==> src/rtl/qed_dup_scheduler.sv <==
// QED burst sequencer: counts original fetches, replays the same number as
// duplicates, then raises a one-cycle consistency-check strobe.
module qed_dup_scheduler #(
  parameter int DEPTH = 16,
  parameter int CNT_W = 5
) (
  input  logic             clk,
  input  logic             rst,
  input  logic             ena,
  input  logic             fetch_vld,
  input  logic             stall_IF,
  input  logic             switch_req,
  output logic             exec_dup,
  output logic             qed_check,
  output logic             busy,
  output logic [1:0]       state,
  output logic [CNT_W-1:0] orig_cnt,
  output logic [CNT_W-1:0] dup_cnt,
  output logic             ovf_err
);

  typedef enum logic [1:0] {
    IDLE  = 2'd0,
    ORIG  = 2'd1,
    DUP   = 2'd2,
    CHECK = 2'd3
  } state_t;

  localparam logic [CNT_W-1:0] DEPTH_C = CNT_W'(DEPTH);
  localparam logic [CNT_W-1:0] ONE_C   = CNT_W'(1);
  localparam logic [CNT_W-1:0] ZERO_C  = '0;

  // Handshake: an instruction is consumed (fire) only when fetch_vld is high
  // and stall_IF is low in the same cycle; nothing else advances the counters.
  logic fire;
  assign fire = fetch_vld & ~stall_IF;

  state_t           cur, nxt;
  logic [CNT_W-1:0] orig_nxt, dup_nxt;
  logic             ovf_nxt;

  assign state = cur;

  always_comb begin
    nxt      = cur;
    orig_nxt = orig_cnt;
    dup_nxt  = dup_cnt;
    ovf_nxt  = ovf_err;
    case (cur)
      IDLE: begin
        orig_nxt = ZERO_C;
        dup_nxt  = ZERO_C;
        if (ena) nxt = ORIG;
      end
      ORIG: begin
        if (fire) begin
          if (orig_cnt == DEPTH_C) ovf_nxt = 1'b1;
          else                     orig_nxt = orig_cnt + ONE_C;
        end
        // Decisions use the post-update count so a same-cycle fire counts.
        if ((fire && orig_nxt == DEPTH_C) ||
            ((switch_req || !ena) && orig_nxt != ZERO_C))
          nxt = DUP;
        else if (!ena)
          nxt = IDLE;
      end
      DUP: begin
        if (fire) begin
          dup_nxt = dup_cnt + ONE_C;
          if (dup_nxt == orig_cnt) nxt = CHECK;
        end
      end
      CHECK: begin
        orig_nxt = ZERO_C;
        dup_nxt  = ZERO_C;
        nxt      = ena ? ORIG : IDLE;
      end
      default: nxt = IDLE;
    endcase
  end

  // Outputs are registered from the next state so they line up with it.
  always_ff @(posedge clk or negedge rst) begin
    if (!rst) begin
      cur       <= IDLE;
      exec_dup  <= 1'b0;
      qed_check <= 1'b0;
      busy      <= 1'b0;
      orig_cnt  <= ZERO_C;
      dup_cnt   <= ZERO_C;
      ovf_err   <= 1'b0;
    end else begin
      cur       <= nxt;
      exec_dup  <= (nxt == DUP);
      qed_check <= (nxt == CHECK);
      busy      <= (nxt != IDLE);
      orig_cnt  <= orig_nxt;
      dup_cnt   <= dup_nxt;
      ovf_err   <= ovf_nxt;
    end
  end

endmodule
==> config.mk <==
export PLATFORM = sky130hd
export DESIGN_NAME = qed_dup_scheduler
export DESIGN_NICKNAME = d
export VERILOG_FILES = /design/src/rtl/qed_dup_scheduler.sv
export SDC_FILE = /design/constraint.sdc
export NUM_CORES = 1
export LEC_CHECK = 0
export CAP_MARGIN = 10
export CORE_AREA = 4 4 53 55
export DETAILED_ROUTE_END_ITERATION = 12
export DIE_AREA = 0 0 57 59
export HOLD_SLACK_MARGIN = 0.05
export PLACE_DENSITY = 0.82
export SETUP_SLACK_MARGIN = 0.4
export SKIP_LAST_GASP = 1
export SLEW_MARGIN = 15
export SYNTH_ARGS = -nofsm -noshare
export SYNTH_HDL_FRONTEND = slang
export SYNTH_SLANG_ARGS = --single-unit
==> constraint.sdc <==
create_clock -name clk -period 2.7 [get_ports clk]
set_input_delay 0.54 -clock clk [delete_from_list [all_inputs] [get_ports clk]]
set_output_delay 0.54 -clock clk [all_outputs]
set_load 0.01 [all_outputs]
==> results of run 1 <==
final timing paths:
| path | start | end | cells past startpoint | slack, ps |
|---|---|---|---|---|
| hold reg to reg | ovf_err | ovf_err | 1 | 490 |
| min in group asynchronous | rst | orig_cnt[1] | 1 | 660 |
| hold / removal | ovf_err | ovf_err | 1 | 490 |
| setup reg to reg | orig_cnt[1] | exec_dup | 8 | 510 |
| setup / recovery | fetch_vld | exec_dup | 7 | 460 |
| max in group asynchronous | rst | orig_cnt[0] | 1 | 1550 |
cells in the final DEF (no fill, tap or decap), types with 2 or more instances in the layout:
master,netlist,layout
a22o_1,2,2
nor3_1,5,5
nor2_1,7,7
clkbuf_4,0,3
a21oi_1,6,6
o211ai_1,2,2
xnor2_1,4,4
a21o_1,4,4
buf_4,0,7
ha_1,8,8
and2_1,2,2
xor2_1,4,4
nand3_1,5,5
clkdlybuf4s50_1,0,21
nand2_1,10,10
nor4_1,2,2
inv_1,10,10
nand2b_1,3,3
dfrtp_2,0,3
dfrtp_1,16,13
o21ai_0,7,7
mux2i_1,3,3
critical path, stage by stage:
cell	delay, ps
clkdlybuf4s50_1	490
nor2b_1	190
nor3_1	70
o311a_2	420
a211o_1	300
a32o_2	290
nor2b_4	120
area by class of cell:
class	instances	area, sq um
fill	217	932
tap	30	37.5
sequential	16	404
inverter	10	37.5
timing repair buffer	28	263
multi-input combinational	95	677
clock buffer	4	36.3
cell usage after synthesis (all sizes together) (2+ instances only):
master  count
and2        2
xnor2       4
a22o        2
xor2        4
nor2b       2
nor4        2
a21oi       6
nand2b      3
dfrtp      16
a21o        4
nor2        7
nand3       5
nor3        5
a32o        2
ha          8
inv        10
mux2i       3
o21ai       7
clkbuf      6
nand2      10
o211ai      2
metal layers:
layer,share of wire [%],global-route usage (%),vias up,wire (um)
met4,1.9,8.94,0,51
met3,5.1,2.61,5,138
met5,0,0,-,0
met2,49,27.9,29,1320
met1,44,20.5,520,1190
li1,-,-,510,-
where the power goes:
part | switching (mW) | internal (mW) | leakage [nW] | total, mW
registers | 0.0394 | 0.287 | 0.213 | 0.326
clock network | 0.0836 | 0.0823 | 0.0210 | 0.166
logic | 0.266 | 0.245 | 0.404 | 0.512
total | 0.389 | 0.615 | 0.638 | 1.00
flip-flops by register name, summed over array words and instances, names as in the netlist:
register,count
dup_cnt,5
orig_cnt,5
state,2
busy,1
exec_dup,1
ovf_err,1
qed_check,1
cell families after synthesis:
kind of cell             after synthesis
flip-flops                            16
AO/OA/AOI/OAI                         34
XOR/XNOR                               8
AND/OR/NAND/NOR                       42
buffers and inverters                 17
adder cells (fa/ha/maj)                8
multiplexers                           3
timing repair:
item,in CTS,in global routing
pin swaps,0,1
gates resized for setup,2,2
setup endpoints to repair,3,3
setup buffers,2,3
gates cloned,0,0
==> impl_results.html, run 1 <==
<table>
<tr><th>Metric</th><th>Value</th></tr>
<tr><th colspan="2">Layout</th></tr>
<tr><td>Area of all placed cells without fillers</td><td>1460 sq um</td></tr>
<tr><td>Number of nets in the finished design</td><td>168</td></tr>
<tr><td>Final standard cell utilization of the core</td><td>61.0%</td></tr>
<tr><td>Post-Layout Cell Count</td><td>183</td></tr>
<tr><td>Diodes inserted</td><td>0</td></tr>
<tr><td>Growth of design area from synthesis to finish</td><td>26.8%</td></tr>
<tr><td>Fraction of final layout cells with drive strength greater than 1</td><td>12.4%</td></tr>
<tr><th colspan="2">STA</th></tr>
<tr><td>Total count of hold-check failures in the final report</td><td>0</td></tr>
<tr><td>Worst hold-check slack</td><td>491 ps</td></tr>
<tr><td>Post-layout min period</td><td>2240 ps</td></tr>
<tr><td>Final count of negative-setup-slack endpoints</td><td>0</td></tr>
<tr><td>Clock skew after layout</td><td>5.80 ps</td></tr>
<tr><td>Period Utilization, post-route</td><td>83.1%</td></tr>
<tr><td>Number of max-slew violations in the final report</td><td>0</td></tr>
<tr><td>Final worst slack</td><td>456 ps</td></tr>
<tr><td>Actual transition at the worst max-transition pin</td><td>715 ps</td></tr>
<tr><td>Max-slew headroom at the worst pin</td><td>52.2%</td></tr>
<tr><td>Post-Route Setup TNS</td><td>0 ps</td></tr>
<tr><td>Achievable clock frequency</td><td>446 MHz</td></tr>
<tr><td>Setup repair after global routing missed its margin</td><td>false</td></tr>
<tr><th colspan="2">Critical path</th></tr>
<tr><td>Largest driver fanout on the critical path</td><td>4</td></tr>
<tr><td>Kind of critical path</td><td>input pin to flip-flop</td></tr>
<tr><td>Critical Path Source Type</td><td>input pin</td></tr>
<tr><td>Category of the worst setup path capture point</td><td>flip-flop</td></tr>
<tr><td>WP data required</td><td>2890 ps</td></tr>
<tr><td>CP Data Arrival Time</td><td>2430 ps</td></tr>
<tr><th colspan="2">Yosys</th></tr>
<tr><td>Leading area contributor after synthesis</td><td>dfrtp_1</td></tr>
<tr><td>Parity-gate share of the synthesized area counting xor and xnor cells</td><td>6.11%</td></tr>
<tr><td>Ranking of synthesized cells by area</td><td>dfrtp_1, ha_1, inv_1, nand2_1, o21ai_0</td></tr>
<tr><td>Number of storage elements in the synthesis netlist</td><td>16</td></tr>
<tr><td>Mux contribution to synthesized area</td><td>2.62%</td></tr>
<tr><td>Count of different cell masters after synthesis</td><td>40</td></tr>
<tr><td>Instance count of the mapped netlist</td><td>128</td></tr>
<tr><td>Mean post-synth cell area</td><td>8.96 sq um</td></tr>
<tr><td>Asr flop ratio synth</td><td>100%</td></tr>
<tr><td>Combinational family with the most area after synthesis</td><td>compound AO/OA/AOI/OAI gates</td></tr>
<tr><td>Post-synth top area share</td><td>34.9%</td></tr>
<tr><td>Area share of and/or/nand/nor cells after synthesis</td><td>20.0%</td></tr>
<tr><td>Number of enable flip-flop cells after synthesis</td><td>0</td></tr>
<tr><td>Commonest register cell after synthesis</td><td>dfrtp_1</td></tr>
<tr><td>Register area share after synthesis</td><td>34.9%</td></tr>
<tr><td>Share of synthesized cell area in full adder, half adder and majority cells</td><td>8.72%</td></tr>
<tr><td>Post-Synthesis Net Count</td><td>142</td></tr>
<tr><td>Yosys warnings</td><td>0</td></tr>
<tr><td>Cell Area, Synth</td><td>1150 sq um</td></tr>
<tr><td>Fraction of the mapped netlist area in compound gates</td><td>21.5%</td></tr>
<tr><th colspan="2">CTS</th></tr>
<tr><td>Clock insertion delay at the later pin of the skew report</td><td>300 ps</td></tr>
<tr><td>Total CTS buffers</td><td>3</td></tr>
<tr><td>Max Root-Sink Buffers</td><td>2</td></tr>
<tr><td>Hold_buf cts</td><td>0</td></tr>
<tr><td>H-tree levels</td><td>1</td></tr>
<tr><td>Clock tree from TritonCTS</td><td>built</td></tr>
<tr><td>Clk sink count</td><td>16</td></tr>
<tr><td>Clock edge transition at the registers on the reported setup and hold paths</td><td>90 ps</td></tr>
<tr><td>Clock root buffer</td><td>clkbuf_4</td></tr>
<tr><th colspan="2">Global routing</th></tr>
<tr><td>Pin count of the biggest net entering global routing</td><td>17</td></tr>
<tr><td>Number of global-route vias before repair</td><td>978</td></tr>
<tr><td>GRT Overall Usage</td><td>16.6%</td></tr>
<tr><td>Antenna violations before repair</td><td>0</td></tr>
<tr><td>Wire length of the first global-routing pass</td><td>4270 um</td></tr>
<tr><td>Total grt overflow</td><td>0</td></tr>
<tr><th colspan="2">Drt</th></tr>
<tr><td>Wire length reported by the detailed router</td><td>2700 um</td></tr>
<tr><td>Number of vias after detailed routing</td><td>1064</td></tr>
<tr><td>Detailed router's first-iteration violation count</td><td>42</td></tr>
<tr><td># DRC</td><td>0</td></tr>
<tr><td>Post-route ant nets</td><td>0</td></tr>
<tr><td>Number of optimization iterations in the first detailed-route pass</td><td>4</td></tr>
<tr><td>Mean routed wirelength per cell</td><td>14.7 um</td></tr>
<tr><td>Via/cell ratio</td><td>5.81</td></tr>
<tr><th colspan="2">Floorplan</th></tr>
<tr><td>DIE HEIGHT</td><td>59 um</td></tr>
<tr><td>Width of the chip</td><td>57 um</td></tr>
<tr><td>Area enclosed by the die boundary</td><td>3360 sq um</td></tr>
<tr><td>Number of primary I/O pins</td><td>22</td></tr>
<tr><td>Core Footprint</td><td>2390 sq um</td></tr>
<tr><td>Number of placement rows</td><td>18</td></tr>
<tr><td>Starting utilization of the core area</td><td>48.1%</td></tr>
<tr><th colspan="2">Pwr</th></tr>
<tr><td>Power density of the placed cells</td><td>690 nW/um^2</td></tr>
<tr><td>Max IR drop VDD</td><td>524 uV</td></tr>
<tr><td>Static power due to leakage</td><td>0.638 nW</td></tr>
<tr><td>Total power after layout</td><td>1.00 mW</td></tr>
<tr><th colspan="2">Placement</th></tr>
<tr><td>Port bufs</td><td>21</td></tr>
<tr><td>Detailed placer's ending HPWL</td><td>1950 um</td></tr>
<tr><td>Routability cong.</td><td>0.779</td></tr>
<tr><td>Post-place instance area</td><td>1380 sq um</td></tr>
<tr><td>Placed cells</td><td>174</td></tr>
<tr><td>Placement Setup Slack</td><td>135 ps</td></tr>
<tr><th colspan="2">Worst hold path</th></tr>
<tr><td>Worst hold-check path type</td><td>flip-flop to flip-flop</td></tr>
<tr><th colspan="2">Flow run</th></tr>
<tr><td>Reported max-cap violation count</td><td>0</td></tr>
<tr><th colspan="2">Status</th></tr>
<tr><td>Result of the run</td><td>complete, no violations</td></tr>
</table>
Power figures use the tool's default switching activity.
==> inputs of run 2 (changes only) <==
CORE_AREA = 4 4 55 57   (was 4 4 53 55)
DIE_AREA = 0 0 59 61   (was 0 0 57 59)
PLACE_DENSITY = 0.79   (was 0.82)
clock period = 1.8 ns   (was 2.7 ns; I/O delays follow)
==> impl_results.html, run 2 (same netlist as run 1, synthesis figures left out) <==
<table>
<tr><th>Metric</th><th>Value</th></tr>
<tr><th colspan="2">Status</th></tr>
<tr><td>Result of the run</td><td>complete, but fails checks</td></tr>
<tr><td>Failing checks</td><td>negative setup slack</td></tr>
<tr><th colspan="2">STA</th></tr>
<tr><td>Number of max-slew violations in the final report</td><td>0 (unchanged)</td></tr>
<tr><td>Total count of hold-check failures in the final report</td><td>0 (unchanged)</td></tr>
<tr><td>Period Utilization, post-route</td><td>117%</td></tr>
<tr><td>Final worst slack</td><td>-307 ps (-763 ps)</td></tr>
<tr><td>Achievable clock frequency</td><td>475 MHz</td></tr>
<tr><td>Final count of negative-setup-slack endpoints</td><td>5 (+5)</td></tr>
<tr><td>Setup repair after global routing missed its margin</td><td>true</td></tr>
<tr><td>Clock skew after layout</td><td>2.31 ps (-3.49 ps)</td></tr>
<tr><td>Post-layout min period</td><td>2110 ps</td></tr>
<tr><td>Max-slew headroom at the worst pin</td><td>75.9% (+24 points)</td></tr>
<tr><td>Actual transition at the worst max-transition pin</td><td>362 ps (-353 ps)</td></tr>
<tr><th colspan="2">Critical path</th></tr>
<tr><td>CP Data Arrival Time</td><td>2300 ps (-130 ps)</td></tr>
<tr><td>Category of the worst setup path capture point</td><td>flip-flop</td></tr>
<tr><td>Destination of the worst register-to-register timing path</td><td>exec_dup</td></tr>
<tr><td>Largest driver fanout on the critical path</td><td>4 (unchanged)</td></tr>
<tr><td>Worst path slowest cell</td><td>dfrtp_1</td></tr>
<tr><td>Number of cells on the worst reg-to-reg path</td><td>9 (+1)</td></tr>
<tr><td>WP data required</td><td>1990 ps (-900 ps)</td></tr>
<tr><td>Largest stage delay on the critical path</td><td>400 ps (-90 ps)</td></tr>
<tr><td>Critical Path Source Type</td><td>flip-flop</td></tr>
<tr><td>Reg-to-Reg Start</td><td>orig_cnt[0]</td></tr>
<tr><td>Cell breakdown of the critical path</td><td>inv_2 &gt; ha_4 &gt; and4bb_1 &gt; nor4_2 &gt; o311a_2 &gt; buf_6 &gt; a41oi_2 &gt; a32o_2 &gt; nor2b_4</td></tr>
<tr><td>Register-to-register setup slack</td><td>-310 ps (-820 ps)</td></tr>
<tr><td>Kind of critical path</td><td>flip-flop to flip-flop</td></tr>
<tr><td>Critical Path Stages</td><td>9 (+2)</td></tr>
<tr><td>Cell family contributing the most delay on the critical path</td><td>simple AND/OR/NAND/NOR gates</td></tr>
<tr><td>Critical path buffer and inverter count</td><td>2 (+1)</td></tr>
<tr><th colspan="2">CTS</th></tr>
<tr><td>Clock edge transition at the registers on the reported setup and hold paths</td><td>100 ps (about the same)</td></tr>
<tr><td>Clock root buffer</td><td>clkbuf_4</td></tr>
<tr><td>Clock tree from TritonCTS</td><td>built</td></tr>
<tr><td>H-tree levels</td><td>1 (unchanged)</td></tr>
<tr><td>Clock insertion delay at the later pin of the skew report</td><td>290 ps (about the same)</td></tr>
<tr><td>Clk sink count</td><td>16 (unchanged)</td></tr>
<tr><td>Max Root-Sink Buffers</td><td>2 (unchanged)</td></tr>
<tr><td>Total CTS buffers</td><td>3 (unchanged)</td></tr>
<tr><td>Hold_buf cts</td><td>0 (unchanged)</td></tr>
<tr><th colspan="2">Drt</th></tr>
<tr><td>Via/cell ratio</td><td>5.68 (-2.3%)</td></tr>
<tr><td>Post-route ant nets</td><td>0 (unchanged)</td></tr>
<tr><td>Wire length reported by the detailed router</td><td>3600 um (+33%)</td></tr>
<tr><td>Mean routed wirelength per cell</td><td>16.3 um (+11%)</td></tr>
<tr><td># DRC</td><td>0 (unchanged)</td></tr>
<tr><td>Number of optimization iterations in the first detailed-route pass</td><td>4 (unchanged)</td></tr>
<tr><td>Detailed router's first-iteration violation count</td><td>32 (-24%)</td></tr>
<tr><td>Number of vias after detailed routing</td><td>1255 (+18%)</td></tr>
<tr><th colspan="2">Layout</th></tr>
<tr><td>Commonest cells after routing, fill and taps aside</td><td>buf_4, buf_6, dfrtp_1, nand2_1, dlygate4sd2_1</td></tr>
<tr><td>Fraction of final layout cells with drive strength greater than 1</td><td>46.1% (+34 points)</td></tr>
<tr><td>Growth of design area from synthesis to finish</td><td>64.7%</td></tr>
<tr><td>Commonest non-fill, non-tap cell in the layout</td><td>buf_4</td></tr>
<tr><td>Number of nets in the finished design</td><td>206 (+23%)</td></tr>
<tr><td>Post-Layout Cell Count</td><td>221 (+21%)</td></tr>
<tr><td>Diodes inserted</td><td>0 (unchanged)</td></tr>
<tr><td>Fillers</td><td>169 (-22%)</td></tr>
<tr><th colspan="2">Pwr</th></tr>
<tr><td>Max IR drop VDD</td><td>968 uV (+85%)</td></tr>
<tr><td>Static power due to leakage</td><td>0.923 nW (+45%)</td></tr>
<tr><td>Power density of the placed cells</td><td>928 nW/um^2 (+34%)</td></tr>
<tr><td>Total power after layout</td><td>1.75 mW (+75%)</td></tr>
<tr><th colspan="2">Placement</th></tr>
<tr><td>Detailed placer's ending HPWL</td><td>2250 um (+15%)</td></tr>
<tr><td>Placed cells</td><td>197 (+13%)</td></tr>
<tr><td>Routability cong.</td><td>0.832 (+6.9%)</td></tr>
<tr><td>Port bufs</td><td>21 (unchanged)</td></tr>
<tr><th colspan="2">Global routing</th></tr>
<tr><td>GRT Overall Usage</td><td>22.0% (+5.4 points)</td></tr>
<tr><td>Antenna violations before repair</td><td>0 (unchanged)</td></tr>
<tr><td>Wire length of the first global-routing pass</td><td>5910 um (+38%)</td></tr>
<tr><td>Pin count of the biggest net entering global routing</td><td>17 (unchanged)</td></tr>
<tr><td>Total grt overflow</td><td>0 (unchanged)</td></tr>
<tr><td>Number of global-route vias before repair</td><td>1306 (+34%)</td></tr>
<tr><th colspan="2">Floorplan</th></tr>
<tr><td>Core Footprint</td><td>2480 sq um (+3.8%)</td></tr>
<tr><td>DIE HEIGHT</td><td>61 um (+3.4%)</td></tr>
<tr><td>Number of primary I/O pins</td><td>22 (unchanged)</td></tr>
<tr><td>Area enclosed by the die boundary</td><td>3600 sq um (+7.0%)</td></tr>
<tr><td>Number of placement rows</td><td>18 (unchanged)</td></tr>
<tr><td>Width of the chip</td><td>59 um (+3.5%)</td></tr>
<tr><td>Starting utilization of the core area</td><td>46.3% (-1.7 points)</td></tr>
<tr><th colspan="2">Flow run</th></tr>
<tr><td>Reported max-cap violation count</td><td>0 (unchanged)</td></tr>
<tr><th colspan="2">Worst hold path</th></tr>
<tr><td>Worst hold-check path type</td><td>input pin to async pin</td></tr>
</table>
## run 2: changes by cell type in the layout (fill, tap and decap cells not counted), moves of 3 or more
cell             delta
dlygate4sd2_1       +8
ha_1                -3
clkdlybuf4s50_1    -18
inv_2               +4
buf_2               +3
buf_4              +25
buf_6              +16
inv_1               -5
## run 2: worst max path at each step
stage / start / endpoint / slack [ps]
4_1_cts: orig_cnt[1] / exec_dup / -250
2_1_floorplan: orig_cnt[0] / exec_dup / -340
3_5_place_dp: fetch_vld / exec_dup / -460
3_3_place_gp: fetch_vld / exec_dup / -440
6_report: orig_cnt[0] / exec_dup / -310
5_1_grt: orig_cnt[0] / exec_dup / -380
## run 2: per-layer routing
layer  global-route usage, %  vias to the layer above  share of wire, %
met5                       0                        -                 0
met4                    7.77                        0               2.4
met3                    3.19                       11               3.7
met2                    43.7                       45                54
met1                    23.2                      616                40
li1                        -                      583                 -
## run 2: repair_timing
item | in CTS | in global routing
endpoints found under the setup margin | 29 | 23
pin swaps | 2 | 1
gates resized for setup | 66 | 19
buffers inserted | 15 | 5
## run 2: layout make-up
| cell class | count | area, sq um | share of cell area, % |
|---|---|---|---|
| clock buffers | 4 | 26.3 | 1.39 |
| repair buffers | 66 | 588 | 31.1 |
| flip-flops and latches | 16 | 407 | 21.5 |
| multi-input cells | 95 | 790 | 41.8 |
| well taps | 30 | 37.5 | 1.99 |
| inverters | 10 | 41.3 | 2.19 |
## run 2: through the flow
step           setup slack (ps)  util (%)  setup TNS (ps)  hold slack, ps  instance area, sq um
2_1_floorplan              -342         -           -1240            64.4                  1190
3_3_place_gp               -443      63.6           -1910             454                  1580
3_5_place_dp               -457      63.6           -2020             457                  1580
4_1_cts                    -249      72.1            -916             388                  1790
5_1_grt                    -379      76.3           -1580             379                  1890
6_report                   -307      76.3           -1140             378                  1890
## run 2: worst register-to-register path, cell delays in order (launching register included)
cell	delay, ps
dfrtp_1	400
inv_2	70
ha_4	160
and4bb_1	210
nor4_2	290
o311a_2	240
buf_6	110
a41oi_2	80
a32o_2	310
nor2b_4	130
## run 2: power breakdown
part / total (mW) / switching [mW] / internal [mW]
clock network: 0.208 / 0.122 / 0.0863
registers: 0.478 / 0.0477 / 0.431
logic: 1.07 / 0.529 / 0.537
